$ cat config.mk
export PLATFORM = sky130hd
export DESIGN_NAME = cpu_issue_ctrl
export DESIGN_NICKNAME = d
export VERILOG_FILES = /design/src/rtl/cpu_issue_ctrl.sv
export SDC_FILE = /design/constraint.sdc
export NUM_CORES = 1
export LEC_CHECK = 0
export CAP_MARGIN = 20
export CORE_ASPECT_RATIO = 0.6
export CORE_MARGIN = 10
export CORE_UTILIZATION = 50
export DETAILED_ROUTE_END_ITERATION = 12
export PLACE_DENSITY = 0.76
export SYNTH_ARGS = -nofsm -noshare
export SYNTH_HDL_FRONTEND = slang
export SYNTH_SLANG_ARGS = --single-unit
$ cat constraint.sdc
create_clock -name clk -period 2.1 [get_ports clk]
set_input_delay 0.42 -clock clk [delete_from_list [all_inputs] [get_ports clk]]
set_output_delay 0.42 -clock clk [all_outputs]
set_load 0.02 [all_outputs]
$ cat src/rtl/cpu_issue_ctrl.sv
// Instruction-issue controller: buffers upstream words in a small FIFO and
// sequences the core through reset, run and drain, issuing one word or a NOP per cycle.
module cpu_issue_ctrl #(
  parameter int unsigned DEPTH = 4,
  parameter logic [31:0] NOP   = 32'h0000_0013,
  parameter int unsigned CNT_W = 16
) (
  input  logic             clk,
  input  logic             rst,
  input  logic             start,
  input  logic             halt_req,
  input  logic             in_valid,
  input  logic [31:0]      in_instr,
  output logic             in_ready,
  output logic             cpu_rst,
  output logic [31:0]      cpu_instr,
  output logic             cpu_issue,
  output logic [CNT_W-1:0] issued_cnt,
  output logic             busy,
  output logic             done
);
  localparam int unsigned PTR_W = $clog2(DEPTH);
  localparam int unsigned OCC_W = PTR_W + 1;

  typedef enum logic [2:0] {
    S_IDLE,
    S_RESET,
    S_RUN,
    S_DRAIN,
    S_DONE
  } state_t;

  state_t           state, state_nx;
  logic [31:0]      mem [DEPTH];
  logic [PTR_W-1:0] wr_ptr, rd_ptr;
  logic [OCC_W-1:0] occ;
  logic             push, pop;
  logic             cpu_rst_nx, cpu_issue_nx, busy_nx, done_nx;
  logic [31:0]      cpu_instr_nx;
  logic [CNT_W-1:0] cnt_nx;

  // in_ready is gated by rst so nothing is accepted while the block is held in reset
  assign in_ready = rst && (state != S_DRAIN) && (occ < OCC_W'(DEPTH));
  assign push     = in_valid && in_ready;
  assign pop      = ((state == S_RUN) || (state == S_DRAIN)) && (occ != '0);

  // Next state and next registered outputs; outputs follow the state being entered
  always_comb begin
    state_nx     = state;
    cpu_instr_nx = NOP;
    cpu_issue_nx = 1'b0;
    cnt_nx       = issued_cnt;
    cpu_rst_nx   = 1'b0;
    busy_nx      = 1'b0;
    done_nx      = 1'b0;

    case (state)
      S_IDLE, S_DONE: if (start) state_nx = S_RESET;
      S_RESET:        state_nx = S_RUN;
      S_RUN:          if (halt_req) state_nx = S_DRAIN;
      S_DRAIN:        if (!pop) state_nx = S_DONE;
      default:        state_nx = S_IDLE;
    endcase

    if (pop) begin
      cpu_instr_nx = mem[rd_ptr];
      cpu_issue_nx = 1'b1;
      cnt_nx       = issued_cnt + CNT_W'(1);
    end

    if (state_nx == S_RESET) cnt_nx = '0;
    cpu_rst_nx = (state_nx == S_RESET);
    busy_nx    = (state_nx == S_RESET) || (state_nx == S_RUN) || (state_nx == S_DRAIN);
    done_nx    = (state_nx == S_DONE);
  end

  // State, FIFO pointers and registered outputs
  always_ff @(posedge clk or negedge rst) begin
    if (!rst) begin
      state      <= S_IDLE;
      wr_ptr     <= '0;
      rd_ptr     <= '0;
      occ        <= '0;
      cpu_rst    <= 1'b1;
      cpu_instr  <= NOP;
      cpu_issue  <= 1'b0;
      issued_cnt <= '0;
      busy       <= 1'b0;
      done       <= 1'b0;
    end else begin
      state      <= state_nx;
      if (push) wr_ptr <= wr_ptr + PTR_W'(1);
      if (pop)  rd_ptr <= rd_ptr + PTR_W'(1);
      occ        <= occ + OCC_W'(push) - OCC_W'(pop);
      cpu_rst    <= cpu_rst_nx;
      cpu_instr  <= cpu_instr_nx;
      cpu_issue  <= cpu_issue_nx;
      issued_cnt <= cnt_nx;
      busy       <= busy_nx;
      done       <= done_nx;
    end
  end

  // FIFO storage needs no reset; occupancy decides validity
  always_ff @(posedge clk) begin
    if (push) mem[wr_ptr] <= in_instr;
  end

endmodule

---- After elaboration in Yosys (flattened, before gate mapping) ----
Memories as Yosys holds them, arrays and structs flattened.
Cells that the tools add are included.
storage, ports and cells
  memories ................................ 1
  RAM bits ................................ 128
  input bits .............................. 37
  flip-flop bits (word level) ............. 62
  output and inout port bits .............. 53
memories
  name  depth  bits a word  read ports  clocked after Yosys merged registers in  write ports  RTL line  RTL
  mem   4      32           1           0                                        1            34        logic [31:0] mem [DEPTH];
cells by class
  $add $sub $neg .......................... 5
  equal/unequal tests ..................... 9
  multiplexer cells ....................... 10
  order comparisons ....................... 1
  reduce and logical (&&, ||, !) cells .... 11
operator list
  kind                                                  number
  2-to-1 mux 16 bit                                     2
  2-to-1 mux 32 bit                                     1
  adder 16 x 1 -> 16 bit (second input constant)        1
  equality test 3 x 2 -> 1 bit (second input constant)  4
  case mux 3 bit (4 select lines)                       1
  2-to-1 mux 3 bit                                      3
  equality test 3 x 1 -> 1 bit (second input constant)  2
  equality test 3 bit (second input constant)           2
  adder 2 x 1 -> 2 bit (second input constant)          2
  logical AND 1 bit                                     4
  adder 3 x 1 -> 3 bit                                  1
  logical NOT 3 bit                                     1
  logical OR 1 bit                                      3
  less-than comparator 3 bit (second input constant)    1
  2-to-1 mux 1 bit                                      3
  != test 3 x 2 -> 1 bit (second input constant)        1
  nonzero test 3 bit                                    1
  subtractor 3 x 1 -> 3 bit                             1
  nonzero test 2 bit                                    1
  OR reduction 2 bit                                    1

---- Depth between registers and ports, before layout ----
Gate-level depths: netlist of run 1.
  depth in word-level cells ............... 8
  depth in mapped cells ................... 11

---- Least setup slack after synthesis of run 1 ----
Ideal clock, no wire load.
  path type ............................... register to register
  start point ............................. register state[2]
  end point ............................... register occ[2]
  data required time ...................... 1.977 ns
  path slack .............................. -0.412 ns
  arrival ................................. 2.389 ns
  setup time .............................. 0.123 ns
  cell stages (with the launch flop) ...... 12
  clock period less this slack ............ 2.512 ns
  cell sequence ........................... dfrtp_1 -> and2b_1 -> buf_6 -> a21oi_2 -> and2_2 -> inv_1 -> ha_1 -> inv_1 -> ha_1 -> fa_1 -> xnor2_1 -> xnor2_1
on the way
  cells in the longest elaborated chain, start to end .. 6
  elaborated cells between the ends (all ways) .. 10
  classes of those cells .................. add/sub (2); eq/ne (3); reduce/logical (5)
ends and longest elaborated chain
  element                         RTL line  RTL
  from (decl)                     33        state_t state, state_nx;
  from (signal assigned)          91        state <= state_nx;
  != test 3 x 2 -> 1 bit          43        assign in_ready = rst && (state != S_DRAIN) && (occ < OCC_W'(DEPTH));
  logical AND 1 bit (2 in a row)  43
  net in_ready                    14        output logic in_ready,
  logical AND 1 bit               44        assign push = in_valid && in_ready;
  adder 3 x 1 -> 3 bit            94        occ <= occ + OCC_W'(push) - OCC_W'(pop);
  subtractor 3 x 1 -> 3 bit       94
  to (signal assigned)            94
  to (decl)                       36        logic [OCC_W-1:0] occ;
The timed path passes the listed nets, and every way through them passes these cells.
A chain may end at the register's enable or synchronous reset.

---- Worst setup path after layout of run 1 ----
  start point ............................. register occ[0]
  end point ............................... register occ[2]
on the way
  cells in the longest elaborated chain, start to end .. 5
  elaborated cells between the ends (all ways) .. 7
  classes of those cells .................. add/sub (2); order compare (1); reduce/logical (4)
ends and longest elaborated chain
  element                      RTL line
  less-than comparator 3 bit   43
  logical AND 1 bit            43
  logical AND 1 bit            44
  adder 3 x 1 -> 3 bit         94
  subtractor 3 x 1 -> 3 bit *  94
Mark *: on every way between the ends. The rest lies on a longest branch, timed or not.

==> results by group, run 1 <==
Worst setup path
  • Crit Reg-Reg Startpoint: occ[0]$_DFF_PN0_
  • Crit start category: flip-flop
  • Worst reg2reg path endpoint: occ[2]$_DFF_PN0_
  • Delay-heaviest family, CP: adder cells
  • Crit end category: flip-flop
  • Critical Path AT: 2.42 ns
  • Largest stage delay, worst path: 0.41 ns
  • CP max-delay cell: or3_4
  • Crit Path Class: flip-flop to flip-flop
  • Maximum net fanout on the critical path: 2
  • R2R Setup Slk: -0.01 ns
  • Reg2Reg Depth: 9
  • Worst-path cell chain: or3_4, nand2_4, inv_2, ha_1, inv_1, ha_2, fa_2, xnor2_2, xnor2_1
  • Worst Path Required: 2.41 ns
  • Buffers and inverters on the worst path: 2

Final layout
  • Most common cell after layout, fill and taps aside: edfxtp_1
  • Count of nets after finishing: 542
  • Area Overhead vs Synth: 25.85%
  • Filler Cell Count: 942
  • Commonest non-fill, non-tap cells in the layout: edfxtp_1 (128), clkdlybuf4s50_1 (87), dfrtp_1 (56)
  • Fin area: 9009 sq um
  • Share of cells above drive strength 1: 21.02%

STA
  • Worst Tran Pin Value: 0.8152 ns
  • Max Slew Vio Count: 0
  • Final worst setup slack: -0.01293 ns
  • Relative slew slack: 45.66%
  • Crit share post-route: 100.6%
  • Clock period minus worst slack: 2.113 ns
  • # setup viols final: 1
  • RSZ-0062 raised after global routing: true
  • Max Freq: 473.3 MHz
  • TNS Setup: -0.01293 ns
  • Clock skew: 0.006968 ns
  • Final Hold Vio Count: 0

Clocking
  • H-Tree Depth: 4
  • Cts bufs inserted: 17
  • CTS max path bufs: 2
  • CTS sink cnt: 190
  • Post-CTS Setup Inserts: 0
  • CTS tree: yes
  • Clock latency at the later pin of the worst-skew pair: 0.42 ns
  • Clk root buf: clkbuf_16
  • Clock transition at the registers of the reported paths: 0.07 ns

Power and ir drop
  • Maximum vdd drop: 0.0007937 V
  • Leakage: 3.309 nW
  • Power per cell area: 1376 nW/um^2

Yosys
  • Library cells used by synthesis: 41
  • Avg Cell Area, Syn: 18.69 sq um
  • Post-synthesis sequential area ratio: 75.44%
  • Number of synthesized flops with an enable pin: 128
  • Top_reg_cell synth: edfxtp_1
  • FF+latch count, synth: 190
  • Mapped Nets: 428
  • Post-Syn Instances: 383
  • Warnings from Yosys: 0
  • Mapped Area: 7158 sq um
  • Async set or reset register ratio after synthesis: 32.63%

Drt
  • Vias: 3868
  • Wire per inst: 21.06 microns
  • Initial DRC count: 364
  • DRC viols: 0
  • Via/cell ratio: 5.510
  • DRT antenna net count: 0
  • Wirelength, routed: 14790 microns
  • First-pass DRT Iterations: 5

GRT
  • Number of global-route vias before repair: 4173
  • GRT Util Overall: 15.53%
  • First-pass GRT wire length: 23460 microns
  • Initial antenna violation count: 1
  • Gr ovfl total: 0
  • Largest net degree at the start of global routing: 63

Placement
  • Pre-CTS setup slack: -0.1776 ns
  • Port bufs: 89
  • Dpl cell area: 8471 sq um
  • Final HPWL DP: 9391 microns
  • RePlAce Congestion: 0.7785

Die
  • Die Area: 19660 sq um
  • Top-level I/O count: 90
  • Core Rows: 33
  • Die X: 174.5 microns
  • Initial core utilization: 51.75%
  • Core region area: 13830 sq um
  • Die height: 112.7 microns

Worst hold path
  • Hold crit path type: primary input to asynchronous set/reset pin

Status
  • Run status: complete, but fails checks
  • Violated checks: setup timing

Job
  • MaxCap Viol Count: 0
## state kept, by name, indices dropped and copies added (netlist names)
name        count
done            1
occ             3
cpu_issue       1
mem           128
issued_cnt     16
state           3
cpu_instr      32
busy            1
cpu_rst         1
wr_ptr          2
rd_ptr          2
## routing by layer
| metal | wire length [microns] | GRT usage (%) | share of wire [%] |
|---|---|---|---|
| met5 | 0 | 0 | 0 |
| met4 | 114 | 3.687 | 0.77 |
| met3 | 1315 | 5.723 | 8.9 |
| met2 | 7014 | 24.24 | 47 |
| met1 | 6341 | 20.38 | 43 |
## what timing repair did
action	in CTS	in global routing
hold buffers	0	0
gates resized for setup	2	2
pin swaps	0	0
setup endpoints to repair	2	1
## synthesized netlist by cell type (all sizes together) (6+ instances only)
cell | instances | share of area (%)
edfxtp | 128 | 54
dfrtp | 58 | 20
and3 | 34 | 3.0
mux4 | 32 | 10
nand2 | 13 | 0.79
a21oi | 9 | 0.68
buf | 9 | 0.77
inv | 9 | 0.47
or3 | 9 | 0.79
xnor2 | 9 | 1.1
clkbuf | 8 | 0.42
ha | 7 | 1.2
nor2 | 7 | 0.37
o21ai | 7 | 0.49
nand3 | 6 | 0.42
## power breakdown
group	internal [mW]	switching (mW)	leakage [nW]
registers	4.73	0.403	1.92
logic	2.21	2.19	1.14
clock network	1.51	1.36	0.249
## cell type report
cell class,count,area [sq um],area share (%)
Clock inverter,13,95.09,1.056
Antenna cell,1,2.502,0.02778
Sequential cell,190,5403,59.97
Tap cell,192,240.2,2.667
Inverter,9,33.78,0.3750
Multi-Input combinational cell,167,1670,18.54
Timing Repair Buffer,112,1135,12.60
Clock buffer,18,429.2,4.764
## logic make-up (layout without fill, tap and decap cells)
group / count (synthesis) / count (layout) / share of synthesized area [%]
adder cells (fa/ha/maj): 8 / 8 / 1.503
AND/OR/NAND/NOR: 90 / 90 / 7.534
flip-flops: 190 / 190 / 75.44
other: 0 / 1 / 0
AO/OA/AOI/OAI: 22 / 22 / 1.853
buffers and inverters: 26 / 152 / 1.660
multiplexers: 36 / 36 / 10.66
XOR/XNOR: 11 / 11 / 1.346
## stage by stage
| stage | total power [mW] | hold slack (ns) | cells | utilization, % |
|---|---|---|---|---|
| global route | 13.07 | 0.2838 | 701 | 65.11 |
| CTS | 12.51 | 0.2509 | 701 | 65.06 |
| finish | 12.40 | 0.2004 | 702 | 65.13 |
| floorplan | 7.677 | 0.1244 | 383 | - |
| detailed placement | 9.621 | 0.5480 | 670 | 61.24 |
| global placement | 9.494 | 0.5347 | 670 | 61.24 |
## how the worst max path moves through the flow
stage	startpoint	end	cells after the start
global route	state[1]$_DFF_PN0_	occ[2]$_DFF_PN0_	10
global placement	in_valid	occ[2]$_DFF_PN0_	9
finish	occ[0]$_DFF_PN0_	occ[2]$_DFF_PN0_	9
floorplan	state[2]$_DFF_PN0_	occ[2]$_DFF_PN0_	11
detailed placement	in_valid	occ[2]$_DFF_PN0_	9
CTS	occ[0]$_DFF_PN0_	occ[2]$_DFF_PN0_	9
No activity file was read; power rests on OpenSTA's default activity.
==> inputs of run 2 (changes only) <==
--- a/config.mk
+++ b/config.mk
@@ -10,6 +10,7 @@
 export CORE_MARGIN = 10
 export CORE_UTILIZATION = 50
 export DETAILED_ROUTE_END_ITERATION = 12
+export HOLD_SLACK_MARGIN = 0.1
 export PLACE_DENSITY = 0.76
 export SYNTH_ARGS = -nofsm -noshare
 export SYNTH_HDL_FRONTEND = slang
==> results of run 2 <==
No change in the layout: final DEF, timing and power equal those of run 1.
